`src/rtl/pwm_ramp_ctrl.sv`:
```
// pwm_ramp_ctrl: soft-start/slew controller stepping the PWM duty toward a target at period boundaries.
// Define PWM_RAMP_ABORT_EN to add the abort input that freezes a ramp at its current duty.
module pwm_ramp_ctrl #(
    parameter int WIDTH = 8,
    parameter int STEP  = 1,
    parameter int DWELL = 1
) (
    input  logic             clk,
    input  logic             rst,
`ifdef PWM_RAMP_ABORT_EN
    input  logic             abort,
`endif
    input  logic             tgt_vld,
    output logic             tgt_rdy,
    input  logic [WIDTH-1:0] tgt_duty,
    output logic [WIDTH-1:0] duty,
    output logic             period_start,
    output logic             busy,
    output logic             done
);
    localparam int              DW         = (DWELL > 1) ? $clog2(DWELL) : 1;
    localparam int              WP1        = WIDTH + 1;
    localparam logic [DW-1:0]   DWELL_LAST = DW'(DWELL - 1);
    localparam logic [WIDTH:0]  STEP_EXT   = WP1'(STEP);
    localparam logic [WIDTH-1:0] STEP_W    = WIDTH'(STEP);

    typedef enum logic [1:0] {
        IDLE = 2'd0,
        RAMP = 2'd1,
        DONE = 2'd2
    } state_t;

    state_t           state_r;
    logic [WIDTH-1:0] cnt_r;
    logic [WIDTH-1:0] tgt_r;
    logic [DW-1:0]    dcnt_r;
    logic             tick_s;
    logic             up_s;
    logic             last_step_s;
    logic             abort_s;
    logic [WIDTH:0]   diff_s;
    logic [WIDTH-1:0] next_duty_s;

    assign tick_s = (cnt_r == {WIDTH{1'b1}});

`ifdef PWM_RAMP_ABORT_EN
    assign abort_s = abort;
`else
    assign abort_s = 1'b0;
`endif

    // Distance to target in WIDTH+1 bits; a final partial step lands exactly on tgt, so no overshoot or wrap
    always_comb begin
        up_s        = 1'b0;
        diff_s      = {WP1{1'b0}};
        next_duty_s = duty;
        last_step_s = 1'b0;
        if (tgt_r > duty) begin
            up_s   = 1'b1;
            diff_s = {1'b0, tgt_r} - {1'b0, duty};
        end else begin
            up_s   = 1'b0;
            diff_s = {1'b0, duty} - {1'b0, tgt_r};
        end
        if (diff_s <= STEP_EXT) begin
            last_step_s = 1'b1;
            next_duty_s = tgt_r;
        end else if (up_s) begin
            last_step_s = 1'b0;
            next_duty_s = duty + STEP_W;
        end else begin
            last_step_s = 1'b0;
            next_duty_s = duty - STEP_W;
        end
    end

    // Free-running PWM period counter and the period_start pulse that follows its wrap
    always_ff @(posedge clk or posedge rst) begin
        if (rst) begin
            cnt_r        <= {WIDTH{1'b0}};
            period_start <= 1'b0;
        end else begin
            cnt_r        <= cnt_r + 1'b1;
            period_start <= tick_s;
        end
    end

    // Handshake / ramp FSM; duty only changes on the tick edge so it is stable for a whole period
    always_ff @(posedge clk or posedge rst) begin
        if (rst) begin
            state_r <= IDLE;
            dcnt_r  <= {DW{1'b0}};
            tgt_r   <= {WIDTH{1'b0}};
            duty    <= {WIDTH{1'b0}};
            tgt_rdy <= 1'b1;
            busy    <= 1'b0;
            done    <= 1'b0;
        end else begin
            case (state_r)
                IDLE: begin
                    if (tgt_vld) begin
                        tgt_r   <= tgt_duty;
                        dcnt_r  <= {DW{1'b0}};
                        tgt_rdy <= 1'b0;
                        if (tgt_duty == duty) begin
                            state_r <= DONE;
                            busy    <= 1'b0;
                            done    <= 1'b1;
                        end else begin
                            state_r <= RAMP;
                            busy    <= 1'b1;
                            done    <= 1'b0;
                        end
                    end
                end
                RAMP: begin
                    if (abort_s) begin
                        tgt_r   <= duty;
                        dcnt_r  <= {DW{1'b0}};
                        state_r <= DONE;
                        busy    <= 1'b0;
                        done    <= 1'b1;
                    end else if (tick_s) begin
                        if (dcnt_r == DWELL_LAST) begin
                            dcnt_r <= {DW{1'b0}};
                            duty   <= next_duty_s;
                            if (last_step_s) begin
                                state_r <= DONE;
                                busy    <= 1'b0;
                                done    <= 1'b1;
                            end
                        end else begin
                            dcnt_r <= dcnt_r + 1'b1;
                        end
                    end
                end
                DONE: begin
                    state_r <= IDLE;
                    done    <= 1'b0;
                    busy    <= 1'b0;
                    tgt_rdy <= 1'b1;
                end
                default: begin
                    state_r <= IDLE;
                    dcnt_r  <= {DW{1'b0}};
                    done    <= 1'b0;
                    busy    <= 1'b0;
                    tgt_rdy <= 1'b1;
                end
            endcase
        end
    end
endmodule

```
`config.mk`:
```
export PLATFORM = sky130hd
export DESIGN_NAME = pwm_ramp_ctrl
export DESIGN_NICKNAME = d
export VERILOG_FILES = /design/src/rtl/pwm_ramp_ctrl.sv
export SDC_FILE = /design/constraint.sdc
export NUM_CORES = 1
export LEC_CHECK = 0
export CELL_PAD_IN_SITES_DETAIL_PLACEMENT = 0
export CELL_PAD_IN_SITES_GLOBAL_PLACEMENT = 1
export CORE_ASPECT_RATIO = 0.75
export CORE_MARGIN = 1.5
export CORE_UTILIZATION = 48
export CTS_CLUSTER_DIAMETER = 100
export DETAILED_ROUTE_END_ITERATION = 10
export DONT_BUFFER_PORTS = 1
export PLACE_DENSITY_LB_ADDON = 0.1
export SLEW_MARGIN = 20
export SYNTH_ARGS = -nofsm -noshare
export SYNTH_HDL_FRONTEND = slang
export SYNTH_SLANG_ARGS = --single-unit
```
`constraint.sdc`:
```
create_clock -name clk -period 5.58 [get_ports clk]
set_input_delay 1.116 -clock clk [delete_from_list [all_inputs] [get_ports clk]]
set_output_delay 1.116 -clock clk [all_outputs]
set_load 0.03 [all_outputs]
```
==> flow_results.org <==
** Setup path
- Slowest cell on the critical path :: sky130_fd_sc_hd__dfrtp_1
- Data on the critical path is required at its endpoint by 5.75 ns.
- Worst-path cell chain :: inv_1 -> ha_1 -> nand2b_1 -> a21oi_1 -> o31ai_1 -> a211oi_1 -> o21ai_1 -> ha_1 -> a21o_1 -> a21oi_1 -> nor2b_1 -> o21a_1 -> o41ai_1 -> xor2_1 -> nor2_1 -> mux2i_1 -> o22a_1
- Maximum fanout along the worst path :: 8
- Counting both buffers and inverters, the worst setup path holds a total of 1.
- At the worst endpoint, the arrival time is 4.64 ns.
- The worst register-to-register path begins at duty[1].
- Startpoint-to-endpoint class of the critical path :: reg -> reg
- Category of cells accounting for the largest share of critical-path delay :: compound AO/OA/AOI/OAI gates
- The worst setup path is captured at a flop.
- Kind of launch point of the worst setup path :: flop
- Biggest cell delay along the critical path :: 0.74 ns
- Timing startpoint of the critical path :: duty[1]

** Power
- Internal power comes to 0.332 mW.
- Summed over all cells, the static leakage comes to 1.14 nW.
- Portion of total power attributed to combinational logic :: 0.338
- Reg power frac :: 0.438
- Power per cell area :: 214 mW/mm^2
- Fraction of power spent switching nets :: 0.343
- For this design the total switching power over the nets is 0.173 mW.
- VDD sags by at most 0.116 mV.
- After layout, the design draws a total of 0.506 mW.
- Clock network fraction of total power :: 0.224

** Timing
- Adding up every negative setup slack in the final design gives 0 ns.
- Static timing analysis puts the maximum clock frequency at 224 MHz.
- Dividing the final minimum period by the clock period gives 0.801.
- On the final layout, the worst clock skew is 0.00678 ns.
- Unrepaired setup endpoints after global routing :: no
- Fin crit period :: 4.47 ns
- Final setup vio count :: 0
- The final-report hold violation count is 0.
- For the pin with the worst max-slew slack, the measured transition is 1.02 ns.
- Total count of max-transition violations in the final report :: 0
- The worst pin sits at a relative slew slack of 0.315.
- Setup slack on the critical path of the routed design comes to 1.11 ns.

** Hold path
- The tightest min-delay check is of the reg -> reg type.
- In this run the most critical hold path is launched from cnt_r[0].

** Flow run
- Max-cap violations in this run came to 0.

** Detailed routing
- Remaining antenna violation count after routing :: 0
- The routed design has 5.13 mm of wire.
- Drc violations :: 0
- The first TritonRoute pass finished after 4 iterations.
- The detailed router placed 1808 vias in this run.
- The detailed router finished its first iteration with 85 violations.
- In the final routed layout, each cell accounts on average for 16.1 microns.
- In the routed layout, each cell is associated on average with a via count of 5.67.

** Die
- Horiz. Die Dim :: 83.0 microns
- The floorplan has 21 rows.
- 23 I/O pins were placed.
- Die Height :: 63.0 microns
- Core area :: 0.00455 sq mm
- Initial cell density of the core :: 0.507
- The floorplan step defined a die boundary enclosing 0.00523 sq mm.

** Placed design
- Routability-driven placement finished with a final weighted congestion of 0.796.
- Input and output buffers added on the ports amount to 0.
- Pre-CTS setup slack :: 0.790 ns
- Post-detail-place hpwl :: 4.01 mm
- Number of placed instances, taps included :: 315
- The placed instances occupy a cell area of 0.00232 sq mm.

** Yosys
- Leading cell types by total area after synthesis :: sky130_fd_sc_hd__dfrtp_1 29%, sky130_fd_sc_hd__ha_1 12%, sky130_fd_sc_hd__xor2_1 6.1%
- In this run, synthesis inferred 0 flip-flops with an integrated enable.
- During synthesis, Yosys emitted a total of 0 warnings.
- In the synthesized netlist the async set-or-reset flop fraction comes to 1.00.
- Netlist area before placement :: 0.00230 sq mm
- The most used flip-flop cell after synthesis is sky130_fd_sc_hd__dfrtp_1.
- A synthesized cell averages 8.63 sq um.
- Top cell types by occurrence after synthesis :: 28 x sky130_fd_sc_hd__inv_1, 27 x sky130_fd_sc_hd__dfrtp_1, 23 x sky130_fd_sc_hd__ha_1, 23 x sky130_fd_sc_hd__nand2_1, 18 x sky130_fd_sc_hd__o21ai_0
- Post-Synthesis Cells :: 267
- For this run, the register share of the synthesized area comes to 0.305.
- Synthesis instantiated 49 different standard cells from the library.
- Count leader, synth :: sky130_fd_sc_hd__inv_1
- Area share of the leading cell type in the synthesized netlist :: 0.293
- Seq cells post-synth :: 28
- Synthesis produced a netlist with a net count of 304.
- The largest total area in the synthesized netlist belongs to sky130_fd_sc_hd__dfrtp_1.

** CTS
- At the later pin of the worst-skew pair, clock insertion delay measures 0.28 ns.
- After clock tree synthesis, the clock-pin slew on the worst setup and hold paths is 0.09 ns.
- CTS sink count :: 28
- Resize count post-CTS :: 0
- CTS H-Tree Depth :: 1
- Total of hold buffers inserted after clock tree synthesis :: 0
- Clock tree synthesis selected as its root buffer the cell sky130_fd_sc_hd__clkbuf_8.
- In this run the post-CTS setup repair buffer count came out at 0.
- Clock tree synthesis inserted a total of 3 buffers.
- No sink is reached through more buffers than the 2 on the longest clock path.
- CTS tree :: yes

** Global route
- Entering global routing, the biggest net connects 29 pins.
- Met3 demand-to-capacity share in global routing :: 0.0581
- After global routing the overflow that remains totals 0.
- In the global route stage, met1 resource usage came out at 0.308.
- Global routing met2 resource utilization :: 0.299
- The via count of the first global-routing pass is 1723.
- The first global-routing pass estimated 8.63 mm of wire.
- The initial antenna violation count is 0.
- In this run the most used layer during global routing was met1.
- Total global routing track utilization :: 0.208

** Status
- The flow ran to the end, and the final reports show no timing, DRC or antenna violations.

** Cells and area
- Non-filler instance count after layout :: 319
- Proportion of layout cells with a drive suffix above 1 :: 0.0420
- The repair_antennas step left the layout with diodes totalling 0.
- Once layout is done, the placed cells without fillers occupy 0.00237 sq mm.
- In the final design database the tool counted 300 nets.
- Relative to the synthesized area, the layout overhead comes to 2.72%.
-- registers in the layout, indices dropped and copies added (netlist names) --
register / cells
tgt_rdy: 1
period_start: 1
duty: 8
cnt_r: 8
state_r: 1
done: 1
tgt_r: 8
-- final timing paths --
check	slack [ns]	cells past startpoint	end
min in group asynchronous	0.78	1	duty[4]
max in group asynchronous	4.42	1	duty[3]
worst max-delay path	1.11	17	duty[7]
worst min register to register	0.46	1	cnt_r[0]
worst min-delay path	0.46	1	cnt_r[0]
worst max register to register	1.11	17	duty[7]
-- logic make-up (layout without fill, tap and decap cells) --
group / after synthesis / count (layout) / share of synthesized area
simple gates: 80 / 80 / 0.173
compound gates: 66 / 66 / 0.180
buf+inv: 37 / 32 / 0.0712
flops: 28 / 28 / 0.305
fa+ha+maj: 26 / 26 / 0.151
xor+xnor: 21 / 21 / 0.0798
mux: 9 / 9 / 0.0397
-- routing by layer --
layer,vias to the layer above,routed length [microns]
met2,63,2000
li1,915,-
met5,-,0
met3,7,451
met4,0,57
met1,823,2620
-- cell usage in the layout, fill, tap and decap left out, types with 2 or more instances in the layout --
cell type and instances:
sky130_fd_sc_hd__a31oi_1 3, sky130_fd_sc_hd__nand2_1 23, sky130_fd_sc_hd__nor3_1 6, sky130_fd_sc_hd__ha_1 23, sky130_fd_sc_hd__o21ai_0 17, sky130_fd_sc_hd__mux2i_1 8, sky130_fd_sc_hd__and2_4 2, sky130_fd_sc_hd__and3_1 5
sky130_fd_sc_hd__fa_1 3, sky130_fd_sc_hd__nand3_1 7, sky130_fd_sc_hd__xnor2_1 5, sky130_fd_sc_hd__nor2_1 17, sky130_fd_sc_hd__a311oi_1 2, sky130_fd_sc_hd__nand2b_1 4, sky130_fd_sc_hd__a21oi_1 12, sky130_fd_sc_hd__a221oi_1 2
sky130_fd_sc_hd__xor2_1 16, sky130_fd_sc_hd__o21ai_1 7, sky130_fd_sc_hd__o31ai_1 2, sky130_fd_sc_hd__a211oi_1 3, sky130_fd_sc_hd__a21o_1 7, sky130_fd_sc_hd__dfrtp_1 27, sky130_fd_sc_hd__clkbuf_8 3, sky130_fd_sc_hd__inv_1 27
sky130_fd_sc_hd__nor2b_1 2, sky130_fd_sc_hd__or3_1 2, sky130_fd_sc_hd__nor4_1 5
-- power groups by stage --
stage / registers (mW) / logic, mW / clock network [mW]
2_1_floorplan: 0.223 / 0.141 / 0
3_3_place_gp: 0.226 / 0.169 / 0
3_5_place_dp: 0.226 / 0.167 / 0
4_1_cts: 0.222 / 0.169 / 0.117
5_1_grt: 0.223 / 0.194 / 0.127
6_report: 0.222 / 0.171 / 0.113
-- layout make-up --
| cell class | count | area [sq um] |
|---|---|---|
| Clock buffer | 4 | 45.0 |
| Fill cell | 446 | 2180 |
| Inverter | 28 | 105 |
| Multi-Input combinational cell | 202 | 1440 |
| Sequential cell | 28 | 702 |
| Tap cell | 57 | 71.3 |
-- stage by stage --
stage,utilization,hold WS [ns]
2_1_floorplan,-,0.422
3_3_place_gp,0.511,0.445
3_5_place_dp,0.511,0.449
4_1_cts,0.521,0.463
5_1_grt,0.521,0.484
6_report,0.521,0.458
Note: power is estimated with default switching activity, not from simulation.
